### src/rtl/uart_burst_loopback.sv
// -----------------------------------------------------------------------------
// uart_burst_loopback
//
// Sends a burst of BURST_LEN test words through an external UART transmitter.
// Each word goes out only after the looped-back copy of the previous word has
// arrived. Received words are buffered in a first-word-fall-through FIFO and
// presented on a valid/ready output stream. If a word does not come back
// within TIMEOUT_CYC cycles, the burst is abandoned. A word that arrives while
// the FIFO is full is dropped.
//
// Optional feature (compile-time macro UART_LOOPBACK_CHECK_EN):
//   When defined, each received word is compared against the word that was
//   sent, and mismatches are counted in err_cnt, which saturates at 0xFFFF.
//   When undefined, the compare logic is absent and err_cnt is tied to 0.
//
// Ports:
//   sys_clk, sys_rst_n   clock; asynchronous active-low reset
//   start                one-cycle burst request (accepted only when idle)
//   pattern_sel          0 = incrementing words, 1 = alternating 0x55../0xAA..
//   tx_busy              UART transmitter busy
//   tx_en, tx_data       one-cycle transmit strobe and the word to send
//   rx_done, rx_data     UART receiver word-complete strobe and the word
//   m_valid, m_data      output stream (FIFO head), popped when m_ready = 1
//   m_ready              output stream ready
//   busy                 burst in progress
//   done                 one-cycle burst-complete pulse
//   timeout, overflow    sticky status flags for the last burst
//   fifo_level           current FIFO occupancy
//   err_cnt              compare mismatch count
// -----------------------------------------------------------------------------
module uart_burst_loopback #(
  parameter int DATA_W      = 8,
  parameter int BURST_LEN   = 256,
  parameter int FIFO_DEPTH  = 16,
  parameter int TIMEOUT_CYC = 8680
) (
  input  logic                          sys_clk,
  input  logic                          sys_rst_n,
  input  logic                          start,
  input  logic                          pattern_sel,
  input  logic                          tx_busy,
  output logic                          tx_en,
  output logic [DATA_W-1:0]             tx_data,
  input  logic                          rx_done,
  input  logic [DATA_W-1:0]             rx_data,
  output logic                          m_valid,
  output logic [DATA_W-1:0]             m_data,
  input  logic                          m_ready,
  output logic                          busy,
  output logic                          done,
  output logic                          timeout,
  output logic                          overflow,
  output logic [$clog2(FIFO_DEPTH):0]   fifo_level,
  output logic [15:0]                   err_cnt
);

  localparam int PTR_W = $clog2(FIFO_DEPTH);
  localparam int LVL_W = PTR_W + 1;
  localparam int TMO_W = $clog2(TIMEOUT_CYC + 1);

  localparam logic [15:0]       LAST_WORD = 16'(BURST_LEN - 1);
  localparam logic [TMO_W-1:0]  TMO_LAST  = TMO_W'(TIMEOUT_CYC - 1);
  localparam logic [LVL_W-1:0]  LVL_FULL  = LVL_W'(FIFO_DEPTH);
  // 0x5555_5555 truncated to DATA_W gives 0x55.. with bit 0 set.
  localparam logic [DATA_W-1:0] ALT_WORD  = DATA_W'(32'h5555_5555);

  typedef enum logic [2:0] {
    S_IDLE,
    S_SEND,
    S_WAIT_RX,
    S_DRAIN,
    S_DONE
  } state_t;

  state_t            state;
  logic [15:0]       word_cnt;
  logic [TMO_W-1:0]  tmo_cnt;
  logic              pat_alt;

  // ---------------------------------------------------------------------------
  // Receive FIFO
  // ---------------------------------------------------------------------------
  logic [DATA_W-1:0] mem [FIFO_DEPTH];
  logic [PTR_W-1:0]  wr_ptr;
  logic [PTR_W-1:0]  rd_ptr;
  logic              accept;
  logic              full;
  logic              push;
  logic              pop;
  logic              drop;

  // Words are only taken while a reply is awaited; strobes elsewhere are noise.
  assign accept = (state == S_WAIT_RX) && rx_done;
  assign full   = (fifo_level == LVL_FULL);
  assign pop    = m_valid && m_ready;
  // At full, a simultaneous pop frees the slot this push is about to use.
  assign push   = accept && (!full || pop);
  assign drop   = accept && full && !pop;

  assign m_valid = (fifo_level != '0);
  assign m_data  = m_valid ? mem[rd_ptr] : '0;

  // NOTE: the storage array has no reset; m_data is gated by m_valid, so stale
  // contents are never visible, and leaving it unreset lets it map to RAM.
  always_ff @(posedge sys_clk) begin
    if (push) mem[wr_ptr] <= rx_data;
  end

  always_ff @(posedge sys_clk or negedge sys_rst_n) begin
    if (!sys_rst_n) begin
      wr_ptr     <= '0;
      rd_ptr     <= '0;
      fifo_level <= '0;
    end else begin
      // Pointers wrap naturally because FIFO_DEPTH is a power of two.
      if (push) wr_ptr <= wr_ptr + PTR_W'(1);
      if (pop)  rd_ptr <= rd_ptr + PTR_W'(1);
      case ({push, pop})
        2'b10:   fifo_level <= fifo_level + LVL_W'(1);
        2'b01:   fifo_level <= fifo_level - LVL_W'(1);
        default: fifo_level <= fifo_level;
      endcase
    end
  end

  // ---------------------------------------------------------------------------
  // Burst control FSM (all outputs registered)
  // ---------------------------------------------------------------------------
  // NOTE: sequential state uses non-blocking assignments only, so every
  // register in this block samples the pre-edge values of the others.
  always_ff @(posedge sys_clk or negedge sys_rst_n) begin
    if (!sys_rst_n) begin
      state    <= S_IDLE;
      tx_en    <= 1'b0;
      tx_data  <= '0;
      busy     <= 1'b0;
      done     <= 1'b0;
      timeout  <= 1'b0;
      overflow <= 1'b0;
      word_cnt <= '0;
      tmo_cnt  <= '0;
      pat_alt  <= 1'b0;
    end else begin
      tx_en <= 1'b0;
      done  <= 1'b0;
      if (drop) overflow <= 1'b1;

      case (state)
        S_IDLE: begin
          if (start) begin
            word_cnt <= '0;
            timeout  <= 1'b0;
            overflow <= 1'b0;
            pat_alt  <= pattern_sel;
            tx_data  <= pattern_sel ? ALT_WORD : '0;
            busy     <= 1'b1;
            state    <= S_SEND;
          end
        end

        S_SEND: begin
          if (!tx_busy) begin
            tx_en   <= 1'b1;
            tmo_cnt <= '0;
            state   <= S_WAIT_RX;
          end
        end

        S_WAIT_RX: begin
          if (rx_done) begin
            word_cnt <= word_cnt + 16'd1;
            if (word_cnt == LAST_WORD) begin
              state <= S_DRAIN;
            end else begin
              tx_data <= pat_alt ? ~tx_data : tx_data + DATA_W'(1);
              state   <= S_SEND;
            end
          end else if (tmo_cnt == TMO_LAST) begin
            timeout <= 1'b1;
            state   <= S_DRAIN;
          end else begin
            tmo_cnt <= tmo_cnt + TMO_W'(1);
          end
        end

        // Wait for the consumer to empty the FIFO; level is registered, so
        // the move to DONE lands one cycle after the last pop.
        S_DRAIN: begin
          if (fifo_level == '0) begin
            done  <= 1'b1;
            state <= S_DONE;
          end
        end

        S_DONE: begin
          busy  <= 1'b0;
          state <= S_IDLE;
        end

        default: state <= S_IDLE;
      endcase
    end
  end

  // ---------------------------------------------------------------------------
  // Optional loopback data check
  // ---------------------------------------------------------------------------
`ifdef UART_LOOPBACK_CHECK_EN
  always_ff @(posedge sys_clk or negedge sys_rst_n) begin
    if (!sys_rst_n) begin
      err_cnt <= '0;
    end else if (state == S_IDLE && start) begin
      err_cnt <= '0;
    end else if (accept && (rx_data != tx_data) && (err_cnt != 16'hFFFF)) begin
      // tx_data still holds the word that produced this reply.
      err_cnt <= err_cnt + 16'd1;
    end
  end
`else
  assign err_cnt = '0;
`endif

endmodule

### config.mk
export PLATFORM = sky130hd
export DESIGN_NAME = uart_burst_loopback
export DESIGN_NICKNAME = d
export VERILOG_FILES = /design/src/rtl/uart_burst_loopback.sv
export SDC_FILE = /design/constraint.sdc
export NUM_CORES = 1
export LEC_CHECK = 0
export CORE_MARGIN = 5
export CORE_UTILIZATION = 63
export DETAILED_ROUTE_END_ITERATION = 12
export PLACE_DENSITY = 0.85
export SLEW_MARGIN = 30
export SYNTH_ARGS = -nofsm -noshare
export SYNTH_HDL_FRONTEND = slang
export SYNTH_SLANG_ARGS = --single-unit
### constraint.sdc
create_clock -name sys_clk -period 7.8 [get_ports sys_clk]
set_input_delay 1.56 -clock sys_clk [delete_from_list [all_inputs] [get_ports sys_clk]]
set_output_delay 1.56 -clock sys_clk [all_outputs]
set_load 0.02 [all_outputs]
### After elaboration in Yosys (flattened, before gate mapping)

Memory sizes are Yosys's and may differ from the RTL's.
Cells that the tools add are included.

| storage, ports and cells | value |
|---|---|
| flip-flop bits (word level) | 60 |
| bits in writable memories | 128 |
| input bits | 15 |
| output and inout bits | 43 |
| word-level logic and storage cells | 99 |
| memories kept | 1 |

| operators by class | value |
|---|---|
| add/sub/neg operators | 7 |
| equality and inequality tests | 18 |
| multiplexer cells | 37 |
| bitwise logic cells | 1 |
| reductions and logical operators | 22 |

Memory list:

| memory | depth | bits a word | rd ports | clocked after memory_dff | write ports | line | source |
|---|---|---|---|---|---|---|---|
| mem | 16 | 8 | 1 | 0 | 1 | 83 | `logic [DATA_W-1:0] mem [FIFO_DEPTH];` |

Operators with widths:

| cell | count |
|---|---|
| two-way mux 14 bit | 3 |
| two-way mux 8 bit | 5 |
| two-way mux 16 bit | 2 |
| one-hot mux 16 bit (2 select lines) | 1 |
| one-hot mux 14 bit (2 select lines) | 1 |
| adder 16 x 1 -> 16 bit, second input constant | 1 |
| == test 16 x 8 -> 1 bit, second input constant | 1 |
| one-hot mux 8 bit (2 select lines) | 1 |
| AND reduction 4 bit | 4 |
| two-way mux 3 bit | 5 |
| adder 14 x 1 -> 14 bit, second input constant | 1 |
| == test 14 bit, second input constant | 1 |
| != test 2 bit, second input constant | 7 |
| two-way mux 1 bit | 13 |
| one-hot mux 3 bit (4 select lines) | 1 |
| one-hot mux 5 bit (2 select lines) | 1 |
| adder 4 x 1 -> 4 bit, second input constant | 2 |
| adder 8 x 1 -> 8 bit, second input constant | 1 |
| inverter 8 bit | 1 |
| nonzero test 2 bit | 4 |
| two-way mux 7 bit | 1 |
| == test 3 x 2 -> 1 bit, second input constant | 2 |
| adder 5 x 1 -> 5 bit, second input constant | 1 |
| == test 5 bit, second input constant | 1 |
| 17 further kinds | 24 |

### Longest topological paths before layout

| depth | value |
|---|---|
| depth after elaboration | 7 |
| depth in mapped cells | 9 |
| gate-level depth less buffers | 9 |

### Least setup slack after synthesis

OpenSTA, ideal clock, no wires.

| timing | value |
|---|---|
| kind | reg2out |
| start | register rd_ptr[0] |
| end | output port m_data[0] |
| arrival | 2.140 ns |
| required time | 6.240 ns |
| path slack | 4.100 ns |
| cell stages (with the launch flop) | 6 |
| path buffers | 2 |
| cell sequence | dfrtp_1 > clkbuf_1 > buf_2 > mux4_2 > mux4_2 > nor2b_1 |

| between the ends | value |
|---|---|
| cells in the longest elaborated chain, start to end | 2 |

RTL lines:

| element | line | source |
|---|---|---|
| start: declaration | 85 | `logic [PTR_W-1:0] rd_ptr;` |
| start signal: assignment | 117 | `if (pop) rd_ptr <= rd_ptr + PTR_W'(1);` |
| memory read (16 x 8 bit) | n/a |  |
| two-way mux 8 bit | 101 | `assign m_data = m_valid ? mem[rd_ptr] : '0;` |
| end: declaration | 47 | `output logic [DATA_W-1:0] m_data,` |

Every way passes these cells.

### Final worst setup path

| timing | value |
|---|---|
| start | register rd_ptr[0] |
| end | output port m_data[7] |

Same word-level chain as after synthesis.

==> metrics <==
worst-margin pin slew=0.976 ns; DIE WIDTH=124 um; asr flop ratio synth=0.319; pwr/cell area=345 nW/um^2; worst setup margin=3.06 ns; Core ar.=12700 um^2; Sw Share=0.343; endpoint type of the worst setup path=output pin; Hold Violations, Final=0; clock sinks=188; top cells by area, synth=edfxtp_1 47%, dfrtp_1 18%, mux4_2 11%; register area share after synthesis=0.650; ys flop type=edfxtp_1; initial antenna violation count=0; DP HPWL=10.9 mm; final wirelength=17.9 mm; cell with the most instances after synthesis=edfxtp_1; Synth-to-Final Area Change=13.7%; layout filler cell count=754; Die ar.=15400 um^2; grt ovf=0; crit path launch type=flip-flop; largest family of logic cells by synthesized area=multiplexers; initial core utilization=0.646; TritonCTS Buffers=17; clock-pin transition on the worst setup and hold timing paths=0.07 ns; placer congestion estimate=0.823; max_slew headroom=0.347; combinational share of power=0.329; clock network power share=0.262; Place WS=3.27 ns; synthesized instance count=547; Net Sw Power=1.11 mW; Hold WC Path Type=flip-flop to flip-flop; max-slew violations=0; Final Critical Period=4.74 ns; post-place instance area=8740 um^2; GR peak layer=met2; CTS H-tree lvls=4; Synth Area in XOR/XNOR=0.0320; fin area=9350 um^2; Hold Slack=0.513 ns; met1 Use GR=0.324; Worst Path Arrival=3.18 ns; VDD IR max=210 uV; layout net count=616; Yosys warnings=0; unrepaired setup endpoints after global routing=false; Top Ports=58; compound-gate portion of the synthesized area=0.0551; Simple-Gate Fraction of Synth Area=0.102; Setup TNS=0 ns; GRT Total Usage=0.241; antenna diode count=0; outcome=completed; Synth Area in Adders=0.0152; Antenna Nets Post-Route=0; reg2reg path depth=4; fmax=211 MHz; met2 Usage GRT=0.380; layout cell share with drive strength beyond 1=0.167; DR vias/cell=6.40; Reg power frac=0.410; Int Power=2.12 mW; largest net degree at the start of global routing=61; Mean Syn Cell Area=15.0 um^2; Distinct cells, synth=60; number of synthesized flops with an enable pin=128; Post-CTS Setup Inserts=0; Vias=4964; Max Cap Viol=0; Req. time, crit path=6.24 ns; Longest Clk Path Bufs=2; hold path cells=2; Die H=124 um; Lkg Pwr=3.36 nW; first-pass GRT wire length=28.5 mm; Yosys top cell area share=0.468; first-pass iteration count of the detailed router=5; Worst Path Max Fanout=35; Iter 0 DRT Violations=623; DRC=0; top post-synthesis cells by count=128 x edfxtp_1, 60 x dfrtp_1, 49 x nor2_1; root buffer cell=clkbuf_16; critical path class=flip-flop to output pin; number of global-route vias before repair=5071; row count=41; WL/cell=23.0 um; I/O Buffers=41; setup violators final=0; CTS tree=done; Final Cycle Share=0.608; synthesized flop and latch total=188; post-synth top area cell=edfxtp_1; CTS resizes=0; cts hold-fix bufs=0; Max Clock Skew=0.00999 ns; multiplexer area fraction after synthesis=0.114; worst skew pair latency=0.44 ns; Mapped Area=8220 um^2; met3 Resource Use GR=0.0725
## final cells by class
cell class / instances / area (um^2) / area share
flip-flops and latches: 188 / 5350 / 0.572
multi-input cells: 326 / 2700 / 0.289
repair buffers: 48 / 458 / 0.0490
clock buffers: 17 / 425 / 0.0455
well taps: 172 / 215 / 0.0230
clock inverters: 15 / 166 / 0.0178
inverters: 10 / 37.5 / 0.00402
## kinds of logic after synthesis
| group | Yosys count |
|---|---|
| adders and majority gates | 10 |
| muxes | 43 |
| xor gates and xnor gates | 30 |
| other | 1 |
| AOI/OAI and AO/OA | 64 |
| and+or+nand+nor | 163 |
| DFF | 188 |
| buffers and inverters | 48 |
## path summary, 6_finish.rpt
kind | endpoint | slack [ns] | startpoint
min in group asynchronous | tx_data[1] | 1.27 | sys_rst_n
max in group asynchronous | rd_ptr[0] | 5.97 | sys_rst_n
hold reg to reg | timeout | 0.51 | timeout
setup reg to reg | mem[11][6] | 4.67 | state[1]
setup / recovery | m_data[7] | 3.06 | rd_ptr[0]
hold / removal | timeout | 0.51 | timeout
## per-layer routing
metal / wire [um] / vias up
li1: - / 2157
met5: 0 / -
met2: 9030 / 256
met3: 1520 / 36
met4: 434 / 0
met1: 6880 / 2515
## metrics by stage
stage | power [mW] | instances | utilization
6_report | 3.23 | 776 | 0.735
5_1_grt | 3.39 | 776 | 0.735
4_1_cts | 3.23 | 776 | 0.733
3_5_place_dp | 2.38 | 744 | 0.687
3_3_place_gp | 2.33 | 744 | 0.686
2_1_floorplan | 2.03 | 562 | -
## power groups by stage
stage / logic [mW] / clock network [mW] / registers, mW
2_1_floorplan: 0.732 / 0 / 1.30
3_3_place_gp: 1.01 / 0 / 1.32
3_5_place_dp: 1.05 / 0 / 1.33
4_1_cts: 1.07 / 0.848 / 1.32
5_1_grt: 1.15 / 0.899 / 1.34
6_report: 1.06 / 0.844 / 1.32
## worst max-delay path: stages, from the launching register on
cell             delay [ns]
dfrtp_2                0.35
buf_4                  0.55
mux4_2                 0.60
mux4_2                 0.51
nor2b_1                0.15
clkdlybuf4s50_1        0.58
## layout by cell type (no fill, tap or decap), types with 6 or more instances in the layout
cell,Yosys,routed
a21oi_1,9,9
a31oi_1,6,6
buf_4,16,7
clkbuf_16,0,17
clkdlybuf4s50_1,0,40
conb_1,1,16
dfrtp_1,60,59
edfxtp_1,128,128
ha_1,10,10
inv_1,10,10
mux4_2,40,40
nand2_1,34,34
nand3_1,15,15
nand4_1,8,8
nor2_1,49,41
nor2_2,0,8
nor2b_1,12,12
nor3_1,10,9
o21a_1,8,8
o21ai_0,10,10
xnor2_1,17,17
xor2_1,13,13
## state kept, by name, indices dropped and copies added, names as in the netlist, 3 cells and up
signal,flops
fifo_level,5
mem,128
rd_ptr,4
state,3
tmo_cnt,14
tx_data,8
word_cnt,16
wr_ptr,4
(Power assumes the default switching activity.)
